--- config.mk ---
export PLATFORM = sky130hd
export DESIGN_NAME = data_sram_like_bridge_flat
export DESIGN_NICKNAME = d
export VERILOG_FILES = /design/src/rtl/data_sram_like_bridge_pkg.sv /design/src/rtl/data_sram_like_bridge_if.sv /design/src/rtl/data_sram_like_bridge.sv /design/src/flat_wrapper.sv
export SDC_FILE = /design/constraint.sdc
export NUM_CORES = 1
export LEC_CHECK = 0
export ABC_AREA = 1
export CAP_MARGIN = 0
export CORE_AREA = 2 2 85 87
export DETAILED_ROUTE_END_ITERATION = 10
export DIE_AREA = 0 0 87 89
export HOLD_SLACK_MARGIN = 0.03
export PLACE_DENSITY = 0.85
export SLEW_MARGIN = 10
export SYNTH_ARGS = -nofsm -noshare
export SYNTH_HDL_FRONTEND = slang
export SYNTH_SLANG_ARGS = --single-unit
--- constraint.sdc ---
create_clock -name clk -period 3.07 [get_ports clk]
set_clock_uncertainty 0.1 [all_clocks]
set_input_delay 0.307 -clock clk [delete_from_list [all_inputs] [get_ports clk]]
set_output_delay 0.307 -clock clk [all_outputs]
set_load 0.05 [all_outputs]
--- src/rtl/data_sram_like_bridge_pkg.sv ---
// Shared definitions for the MEM-stage data bridge: FSM state encoding and access-size codes.
package data_sram_like_bridge_pkg;

    typedef enum logic [1:0] {
        ST_IDLE = 2'd0,
        ST_REQ  = 2'd1,
        ST_WAIT = 2'd2,
        ST_DONE = 2'd3
    } state_e;

    localparam logic [1:0] SIZE_BYTE = 2'd0;
    localparam logic [1:0] SIZE_HALF = 2'd1;
    localparam logic [1:0] SIZE_WORD = 2'd2;

endpackage

--- src/rtl/data_sram_like_bridge_if.sv ---
// Pipeline, hazard-unit and SRAM-like bus signals of the data bridge.
// master = the bridge itself, slave = pipeline + hazard unit + memory.
interface data_sram_like_bridge_if #(
    parameter int ADDR_W = 32,
    parameter int DATA_W = 32
);
    logic              mem_en;
    logic              mem_wr;
    logic [1:0]        mem_size;
    logic [ADDR_W-1:0] mem_addr;
    logic [DATA_W-1:0] mem_wdata;
    logic [DATA_W-1:0] mem_rdata;

    logic              longest_stall;
    logic              flush_exceptM;
    logic              stall_from_mem;

    logic              data_req;
    logic              data_wr;
    logic [1:0]        data_size;
    logic [ADDR_W-1:0] data_addr;
    logic [DATA_W-1:0] data_wdata;
    logic              data_addr_ok;
    logic              data_data_ok;
    logic [DATA_W-1:0] data_rdata;

    modport master (
        input  mem_en, mem_wr, mem_size, mem_addr, mem_wdata,
        output mem_rdata,
        input  longest_stall, flush_exceptM,
        output stall_from_mem,
        output data_req, data_wr, data_size, data_addr, data_wdata,
        input  data_addr_ok, data_data_ok, data_rdata
    );

    modport slave (
        output mem_en, mem_wr, mem_size, mem_addr, mem_wdata,
        input  mem_rdata,
        output longest_stall, flush_exceptM,
        input  stall_from_mem,
        input  data_req, data_wr, data_size, data_addr, data_wdata,
        output data_addr_ok, data_data_ok, data_rdata
    );

endinterface

--- src/rtl/data_sram_like_bridge.sv ---
// Bridges M-stage loads/stores onto the SRAM-like data bus, stalling the pipeline until each completes.
// Latency: request issues in the same cycle as mem_en, result registered on data_ok; holds DONE while longest_stall.
module data_sram_like_bridge
    import data_sram_like_bridge_pkg::*;
#(
    parameter int ADDR_W = 32,
    parameter int DATA_W = 32
) (
    input  logic                    clk,
    input  logic                    resetn,
    data_sram_like_bridge_if.master bus
);

    state_e            state_q, state_d;
    logic              cancel_q, cancel_d;
    logic [DATA_W-1:0] rdata_q, rdata_d;
    logic [ADDR_W-1:0] req_addr;
    logic [DATA_W-1:0] req_wdata;
    logic              complete;

    // The pipeline holds the M-stage fields steady while stalled, so they drive the bus directly.
    assign req_addr       = bus.mem_addr;
    assign req_wdata      = bus.mem_wdata;
    assign bus.data_addr  = req_addr;
    assign bus.data_wdata = req_wdata;
    assign bus.data_wr    = bus.mem_wr;
    assign bus.data_size  = bus.mem_size;
    assign bus.mem_rdata  = rdata_q;

    assign bus.stall_from_mem = (bus.mem_en & ~bus.flush_exceptM & (state_q != ST_DONE))
                              | (cancel_q & bus.mem_en);

    always_comb begin
        state_d      = state_q;
        cancel_d     = cancel_q;
        rdata_d      = rdata_q;
        complete     = 1'b0;
        bus.data_req = 1'b0;

        unique case (state_q)
            ST_IDLE: begin
                if (bus.mem_en && !bus.flush_exceptM && !cancel_q) begin
                    bus.data_req = 1'b1;
                    if (bus.data_addr_ok && bus.data_data_ok) complete = 1'b1;
                    else if (bus.data_addr_ok)                state_d  = ST_WAIT;
                    else                                      state_d  = ST_REQ;
                end
            end
            ST_REQ: begin
                // An accepted-or-pending request cannot be withdrawn; a flush only marks it for discard.
                bus.data_req = 1'b1;
                if (bus.flush_exceptM) cancel_d = 1'b1;
                if (bus.data_addr_ok && bus.data_data_ok) complete = 1'b1;
                else if (bus.data_addr_ok)                state_d  = ST_WAIT;
            end
            ST_WAIT: begin
                if (bus.flush_exceptM) cancel_d = 1'b1;
                if (bus.data_data_ok)  complete = 1'b1;
            end
            ST_DONE: begin
                if (bus.flush_exceptM || !bus.longest_stall) state_d = ST_IDLE;
            end
        endcase

        if (complete) begin
            if (cancel_q || bus.flush_exceptM) begin
                state_d  = ST_IDLE;
                cancel_d = 1'b0;
            end else begin
                state_d = ST_DONE;
                if (!bus.mem_wr) rdata_d = bus.data_rdata;
            end
        end
    end

    always_ff @(posedge clk or negedge resetn) begin
        if (!resetn) begin
            state_q  <= ST_IDLE;
            cancel_q <= 1'b0;
            rdata_q  <= '0;
        end else begin
            state_q  <= state_d;
            cancel_q <= cancel_d;
            rdata_q  <= rdata_d;
        end
    end

`ifndef SYNTHESIS
    // data_ok is only legal once the address has been accepted; the FSM ignores it otherwise.
    a_no_orphan_data_ok: assert property (@(posedge clk) disable iff (!resetn)
        (bus.data_data_ok && (state_q == ST_IDLE || state_q == ST_REQ))
            |-> (bus.data_req && bus.data_addr_ok));

    a_size_legal: assert property (@(posedge clk) disable iff (!resetn)
        bus.mem_en |-> (bus.mem_size <= SIZE_WORD));
`endif

endmodule

--- src/flat_wrapper.sv ---
// flat-port wrapper written by rule: the top's interface ports become plain ports
module data_sram_like_bridge_flat import data_sram_like_bridge_pkg::*;
#(
    parameter int ADDR_W = 32,
    parameter int DATA_W = 32
)
  (clk, resetn, bus_mem_en, bus_mem_wr, bus_mem_size, bus_mem_addr, bus_mem_wdata, bus_mem_rdata, bus_longest_stall, bus_flush_exceptM, bus_stall_from_mem, bus_data_req, bus_data_wr, bus_data_size, bus_data_addr, bus_data_wdata, bus_data_addr_ok, bus_data_data_ok, bus_data_rdata);
  data_sram_like_bridge_if #(.ADDR_W(ADDR_W), .DATA_W(DATA_W)) bus_i ();
  input  logic clk;
  input  logic resetn;
  input wire logic [$bits(bus_i.mem_en)-1:0] bus_mem_en;
  input wire logic [$bits(bus_i.mem_wr)-1:0] bus_mem_wr;
  input wire logic [$bits(bus_i.mem_size)-1:0] bus_mem_size;
  input wire logic [$bits(bus_i.mem_addr)-1:0] bus_mem_addr;
  input wire logic [$bits(bus_i.mem_wdata)-1:0] bus_mem_wdata;
  output wire logic [$bits(bus_i.mem_rdata)-1:0] bus_mem_rdata;
  input wire logic [$bits(bus_i.longest_stall)-1:0] bus_longest_stall;
  input wire logic [$bits(bus_i.flush_exceptM)-1:0] bus_flush_exceptM;
  output wire logic [$bits(bus_i.stall_from_mem)-1:0] bus_stall_from_mem;
  output wire logic [$bits(bus_i.data_req)-1:0] bus_data_req;
  output wire logic [$bits(bus_i.data_wr)-1:0] bus_data_wr;
  output wire logic [$bits(bus_i.data_size)-1:0] bus_data_size;
  output wire logic [$bits(bus_i.data_addr)-1:0] bus_data_addr;
  output wire logic [$bits(bus_i.data_wdata)-1:0] bus_data_wdata;
  input wire logic [$bits(bus_i.data_addr_ok)-1:0] bus_data_addr_ok;
  input wire logic [$bits(bus_i.data_data_ok)-1:0] bus_data_data_ok;
  input wire logic [$bits(bus_i.data_rdata)-1:0] bus_data_rdata;
  assign bus_i.mem_en = bus_mem_en;
  assign bus_i.mem_wr = bus_mem_wr;
  assign bus_i.mem_size = bus_mem_size;
  assign bus_i.mem_addr = bus_mem_addr;
  assign bus_i.mem_wdata = bus_mem_wdata;
  assign bus_mem_rdata = bus_i.mem_rdata;
  assign bus_i.longest_stall = bus_longest_stall;
  assign bus_i.flush_exceptM = bus_flush_exceptM;
  assign bus_stall_from_mem = bus_i.stall_from_mem;
  assign bus_data_req = bus_i.data_req;
  assign bus_data_wr = bus_i.data_wr;
  assign bus_data_size = bus_i.data_size;
  assign bus_data_addr = bus_i.data_addr;
  assign bus_data_wdata = bus_i.data_wdata;
  assign bus_i.data_addr_ok = bus_data_addr_ok;
  assign bus_i.data_data_ok = bus_data_data_ok;
  assign bus_i.data_rdata = bus_data_rdata;
  data_sram_like_bridge #(.ADDR_W(ADDR_W), .DATA_W(DATA_W)) u_core (.clk(clk), .resetn(resetn), .bus(bus_i));
endmodule
==> results of run 1 <==
-- Yosys cell counts (2+ instances only) --
cell and instances:
buf_2 3, buf_4 70, buf_6 3, dfrtp_1 35, ha_1 5, inv_1 6, inv_2 2, nand2_1 85
nand2_2 3, nand3_1 37, nor2_1 4, o21ai_0 3
-- state kept, by name, indices dropped and copies added (netlist names) --
| name | count |
|---|---|
| u_core.cancel_q | 1 |
| u_core.bus.mem_rdata | 32 |
| u_core.state_q | 2 |
-- cell families after synthesis --
logic type | after synthesis
adders and majority gates | 5
buffers and inverters | 85
and+or+nand+nor | 134
AOI/OAI and AO/OA | 6
DFF | 35
-- per-layer routing --
metal | global-route usage | up-vias | part of all wire
li1 | - | 779 | -
met1 | 0.130 | 747 | 0.37
met2 | 0.192 | 104 | 0.45
met3 | 0.0462 | 41 | 0.12
met4 | 0.0881 | 0 | 0.056
met5 | 0 | - | 0
-- what timing repair did --
action                    in CTS  in global routing
hold endpoints to repair      28                  0
hold buffers                   1                  0
gates resized for setup        0                  0
setup buffers                  0                  0
-- stage by stage --
| stage | std cells | total power, mW |
|---|---|---|
| after floorplan | 265 | 2.05 |
| after global placement | 345 | 2.31 |
| after detailed placement | 345 | 2.34 |
| after CTS | 354 | 2.67 |
| after global routing | 354 | 2.80 |
| final | 354 | 2.64 |
-- worst paths after layout --
check / from / to / slack, ns / depth (start not counted)
setup / recovery: bus_flush_exceptM / bus_data_req / 0.59 / 7
hold / removal: u_core.bus.mem_rdata[0]$_DFFE_PN0P_ / u_core.bus.mem_rdata[0]$_DFFE_PN0P_ / 0.37 / 2
setup reg to reg: u_core.state_q[0]$_DFFE_PN0P_ / u_core.bus.mem_rdata[2]$_DFFE_PN0P_ / 1.03 / 11
hold reg to reg: u_core.bus.mem_rdata[0]$_DFFE_PN0P_ / u_core.bus.mem_rdata[0]$_DFFE_PN0P_ / 0.37 / 2
max in group asynchronous: resetn / u_core.state_q[1]$_DFFE_PN0P_ / 1.84 / 2
min in group asynchronous: resetn / u_core.bus.mem_rdata[7]$_DFFE_PN0P_ / 0.54 / 2
-- power by group through the flow --
stage | Combinational (mW) | Clock [mW] | Sequential (mW)
final | 1.55 | 0.316 | 0.775
after global routing | 1.65 | 0.356 | 0.799
after CTS | 1.56 | 0.332 | 0.778
after detailed placement | 1.56 | 0 | 0.783
after global placement | 1.53 | 0 | 0.777
after floorplan | 0.691 | 0 | 1.36
-- final cells by class --
class                   instances  area (um2)  area share
clock inverters                 1        5.00     0.00196
flip-flops and latches         35         876       0.343
repair buffers                 77         761       0.298
inverters                       9        38.8      0.0152
multi-input cells             145         699       0.274
well taps                      80         100      0.0392
clock buffers                   7        76.3      0.0299
-- worst reg2reg max path: cells and delay by family, from the launching register on --
family | cells | cell delay (ns)
simple gates | 7 | 0.78
flops | 1 | 0.45
buf+inv | 3 | 0.43
fa+ha+maj | 1 | 0.19
==> impl_metrics.ini, run 1 <==
[synth]
synth_top_cell_area_share = 0.400
synth_cells = 265
synth-compound-area-share = 0.0160
synth-seq-cells = 35
synth_seq_area_share = 0.400
yosysWarnings = 0
async_reset_ff_frac = 1.00
synth-edff-count = 0
avgSynthCellArea_um2 = 8.26
synth_fa_ha_area_frac = 0.0286
synth_top_area_cell = dfrtp_1
syn_nets = 376
syn_area_mm2 = 0.00219
yosys.area_share.simple = 0.275
synth.area.mux_share = 0
synth-xor-area-share = 0
yosys.cell_types.count = 21
synth_area_leaders = dfrtp_1 (40%), buf_4 (24%), nand2_1 (15%), nand3_1 (8.5%), ha_1 (2.9%)
synth_top_family_by_area = buffers and inverters
synth_flop_cell = dfrtp_1

[global_routing]
grt_max_degree = 36
track_usage = 0.120
antenna_found_initial = 0
grt_pass1_wl_um = 7280
first_global_vias = 1536
globalRouteOverflowTotal = 0

[placement]
port_buffers = 74
dp_hpwl_um = 3580
place_area_mm2 = 0.00246
place_congestion = 0.759
dpl_worst_slack_ns = 0.584

[floorplanning]
dieHeight_um = 89
die_w_um = 87
core_mm2 = 0.00672
core.rowCount = 30
io_pins = 207
start_util = 0.326
dieArea_mm2 = 0.00774

[cts]
clk_path_buf_depth = 2
cts_buffers = 5
htree_levels = 2
cts.sinks = 35
cts-root-buf = clkbuf_8
cts.reportedPaths.clkPinSlew_ns = 0.07
clk_latency_ns = 0.28
cts_tree = done

[layout]
fin_area_mm2 = 0.00256
num_antenna_cells = 0
drive_gt1_frac = 0.0693
n_fill_cell = 671
layout.nets = 384
final_common_cell = nand2_1
final_cell_mix = nand2_1 (85), clkdlybuf4s50_1 (73), nand3_1 (37)
area_delta_synth_final_pct = 16.8
final_util = 0.380

[detailed_routing]
antenna_left = 0
num_vias = 1671
drt-initial-drc-count = 75
wl_um = 4780
viasPerCell = 4.72
drc = 0
avgRoutedWirePerCell_um = 13.5
dr.pass1.iters = 4

[power_and_ir_drop]
p_per_area_mw_per_mm2 = 1030
swShare = 0.503
internal-power_mw = 1.31
switchingPower_mw = 1.33
p_clk_frac = 0.120
max-vdd-ir-drop_mv = 0.439
leakage_nw = 1.24
p_seq_frac = 0.294
power_frac_comb = 0.587

[critical_path]
cp_common_cell = clkdlybuf4s50_1
path_cells = clkdlybuf4s50_1, inv_2, nand2_2, nor2_4, inv_1, o21bai_1, clkdlybuf4s50_1
cp.arrival_ns = 2.07
worstSetupPathType = primary input to output pin
critPathMaxFanout = 4
cp-start-kind = primary input
critical_path.top_delay_family = buffers and inverters
required_ns = 2.66
cp-end-kind = output pin
path_buf_inv = 4
cpMaxStageDelayCell = clkdlybuf4s50_1
crit_path_max_incr_delay_ns = 0.82

[timing]
tns_ns = 0
finalHoldViolations = 0
whs_ns = 0.372
timing.fmax_ghz = 0.403
finalCritPeriodShare = 0.807
rsz0062_at_grt = no
slew_headroom = 0.486
min_period_ns = 2.48
report.final.slew_viol_count = 0
worst_pin_slew_ns = 0.770
worst_slack_ns = 0.591
setup_viol = 0

[job]
cap_viol_max_count = 0

[outcome]
status = completed

[min_path]
min-delay-path-class = register to register
Power figures use the tool's default switching activity.
==> inputs of run 2 (changes only) <==
CORE_AREA = 2 2 92 94   (was 2 2 85 87)
DIE_AREA = 0 0 94 96   (was 0 0 87 89)
PLACE_DENSITY = 0.77   (was 0.85)
clock period = 2.1 ns   (was 3.07 ns; I/O delays follow)
==> impl_metrics.ini, run 2 (same netlist as run 1, synthesis figures left out) <==
[layout]
largest_register_ffs = 32
layout.nets = 386
num_antenna_cells = 0
drive_gt1_frac = 0.0906
final_common_cell = nand2_1
area_delta_synth_final_pct = 20.6
n_fill_cell = 846
final_cell_mix = nand2_1 (85), clkdlybuf4s50_1 (70), nand3_1 (37)
final_util = 0.328

[detailed_routing]
drt-initial-drc-count = 51
drc = 0
avgRoutedWirePerCell_um = 12.7
dr.pass1.iters = 4
viasPerCell = 4.18
num_vias = 1591
wl_um = 4850
antenna_left = 0

[placement]
dp_hpwl_um = 3500
place_congestion = 0.735
port_buffers = 74

[power_and_ir_drop]
p_per_area_mw_per_mm2 = 1490
p_clk_frac = 0.121
max-vdd-ir-drop_mv = 0.663
swShare = 0.501
power_frac_comb = 0.590
internal-power_mw = 1.96
p_seq_frac = 0.289
switchingPower_mw = 1.97
leakage_nw = 1.25

[cts]
cts_setup_buffers = 0
clk_latency_ns = 0.27
cts_buffers = 5
cts_tree = done
cts.reportedPaths.clkPinSlew_ns = 0.07
cts-root-buf = clkbuf_8
clk_path_buf_depth = 2
cts.sinks = 35
htree_levels = 2

[critical_path]
path_buf_inv = 4
critical_path.top_delay_family = buffers and inverters
crit_path_start = u_core.state_q[0]$_DFFE_PN0P_
crit_path_max_incr_delay_ns = 0.45
worstSetupPathType = register to register
reg2reg_depth = 11
crit_cells = 11
critPathMaxFanout = 29
regToRegStartpoint = u_core.state_q[0]$_DFFE_PN0P_
cpMaxStageDelayCell = dfrtp_1
path_cells = inv_1, ha_1, inv_1, nor2_1, nand2_2, nand2_2, nand2_4, inv_8, buf_4, nand3_1, nand2_1
required_ns = 2.22
cp.arrival_ns = 2.01
cp-start-kind = register
cp-end-kind = register

[timing]
timing.fmax_ghz = 0.528
whs_ns = 0.320
setup_viol = 0
min_period_ns = 1.89
tns_ns = 0
rsz0062_at_grt = no
report.final.slew_viol_count = 0
finalCritPeriodShare = 0.901
finalHoldViolations = 0
worst_pin_slew_ns = 0.789
slew_headroom = 0.474

[floorplanning]
die_w_um = 94
dieArea_mm2 = 0.00902
core.rowCount = 33
dieHeight_um = 96
io_pins = 207
start_util = 0.272
core_mm2 = 0.00805

[global_routing]
grt_pass1_wl_um = 7350
grt_max_degree = 36
globalRouteOverflowTotal = 0
first_global_vias = 1563
antenna_found_initial = 0
track_usage = 0.104

[min_path]
min-delay-path-class = primary input to output pin
min_path_cells = 0
min_from = bus_mem_addr[23]

[job]
cap_viol_max_count = 0

[outcome]
status = completed
run 2: path summary, 6_finish.rpt:
kind	to	slack, ns
min in group asynchronous	u_core.bus.mem_rdata[1]$_DFFE_PN0P_	0.45
min reg2reg	u_core.bus.mem_rdata[27]$_DFFE_PN0P_	0.37
min	bus_data_addr[23]	0.32
max	u_core.bus.mem_rdata[22]$_DFFE_PN0P_	0.21
max reg2reg	u_core.bus.mem_rdata[22]$_DFFE_PN0P_	0.21
max in group asynchronous	u_core.bus.mem_rdata[23]$_DFFE_PN0P_	0.94
run 2: layer usage:
layer,track usage,vias up,share of wire
met5,0,-,0
met4,0.0531,0,0.023
met3,0.0399,22,0.089
met2,0.167,75,0.46
met1,0.121,713,0.42
li1,-,781,-
run 2: worst reg2reg max path, stage by stage, from the launching register on:
cell	delay, ns
dfrtp_1	0.45
inv_1	0.13
ha_1	0.17
inv_1	0.06
nor2_1	0.13
nand2_2	0.07
nand2_2	0.09
nand2_4	0.08
inv_8	0.18
buf_4	0.20
nand3_1	0.09
nand2_1	0.07
run 2: layout make-up:
| cell class | count | area, um2 | share of cell area |
|---|---|---|---|
| Clock buffer | 6 | 72.6 | 0.0275 |
| Clock inverter | 2 | 12.5 | 0.00474 |
| Inverter | 9 | 41.3 | 0.0156 |
| Multi-Input combinational cell | 146 | 719 | 0.273 |
| Sequential cell | 35 | 876 | 0.332 |
| Tap cell | 105 | 131 | 0.0498 |
| Timing Repair Buffer | 78 | 786 | 0.298 |
run 2: power by group through the flow:
stage | Sequential (mW) | Clock, mW | Combinational, mW
2_1_floorplan | 1.99 | 0 | 1.01
6_report | 1.14 | 0.476 | 2.32
4_1_cts | 1.14 | 0.508 | 2.32
3_3_place_gp | 1.15 | 0 | 2.28
5_1_grt | 1.17 | 0.530 | 2.49
3_5_place_dp | 1.15 | 0 | 2.31
run 2: per-stage QoR:
stage                     std cells  instance area, um2  setup WS [ns]  total power, mW
final                           381                2640          0.208             3.94
after global routing            381                2640        0.00477             4.19
after CTS                       380                2620          0.117             3.97
after detailed placement        371                2520         0.0710             3.47
after global placement          371                2520          0.173             3.43
after floorplan                 265                2190         0.0214             3.00
run 2: repair_timing:
item | 4_1_cts | 5_1_grt
setup endpoints to repair | 0 | 32
hold endpoints to repair | 35 | 0
resized for setup | 0 | 2
hold buffers | 1 | 0
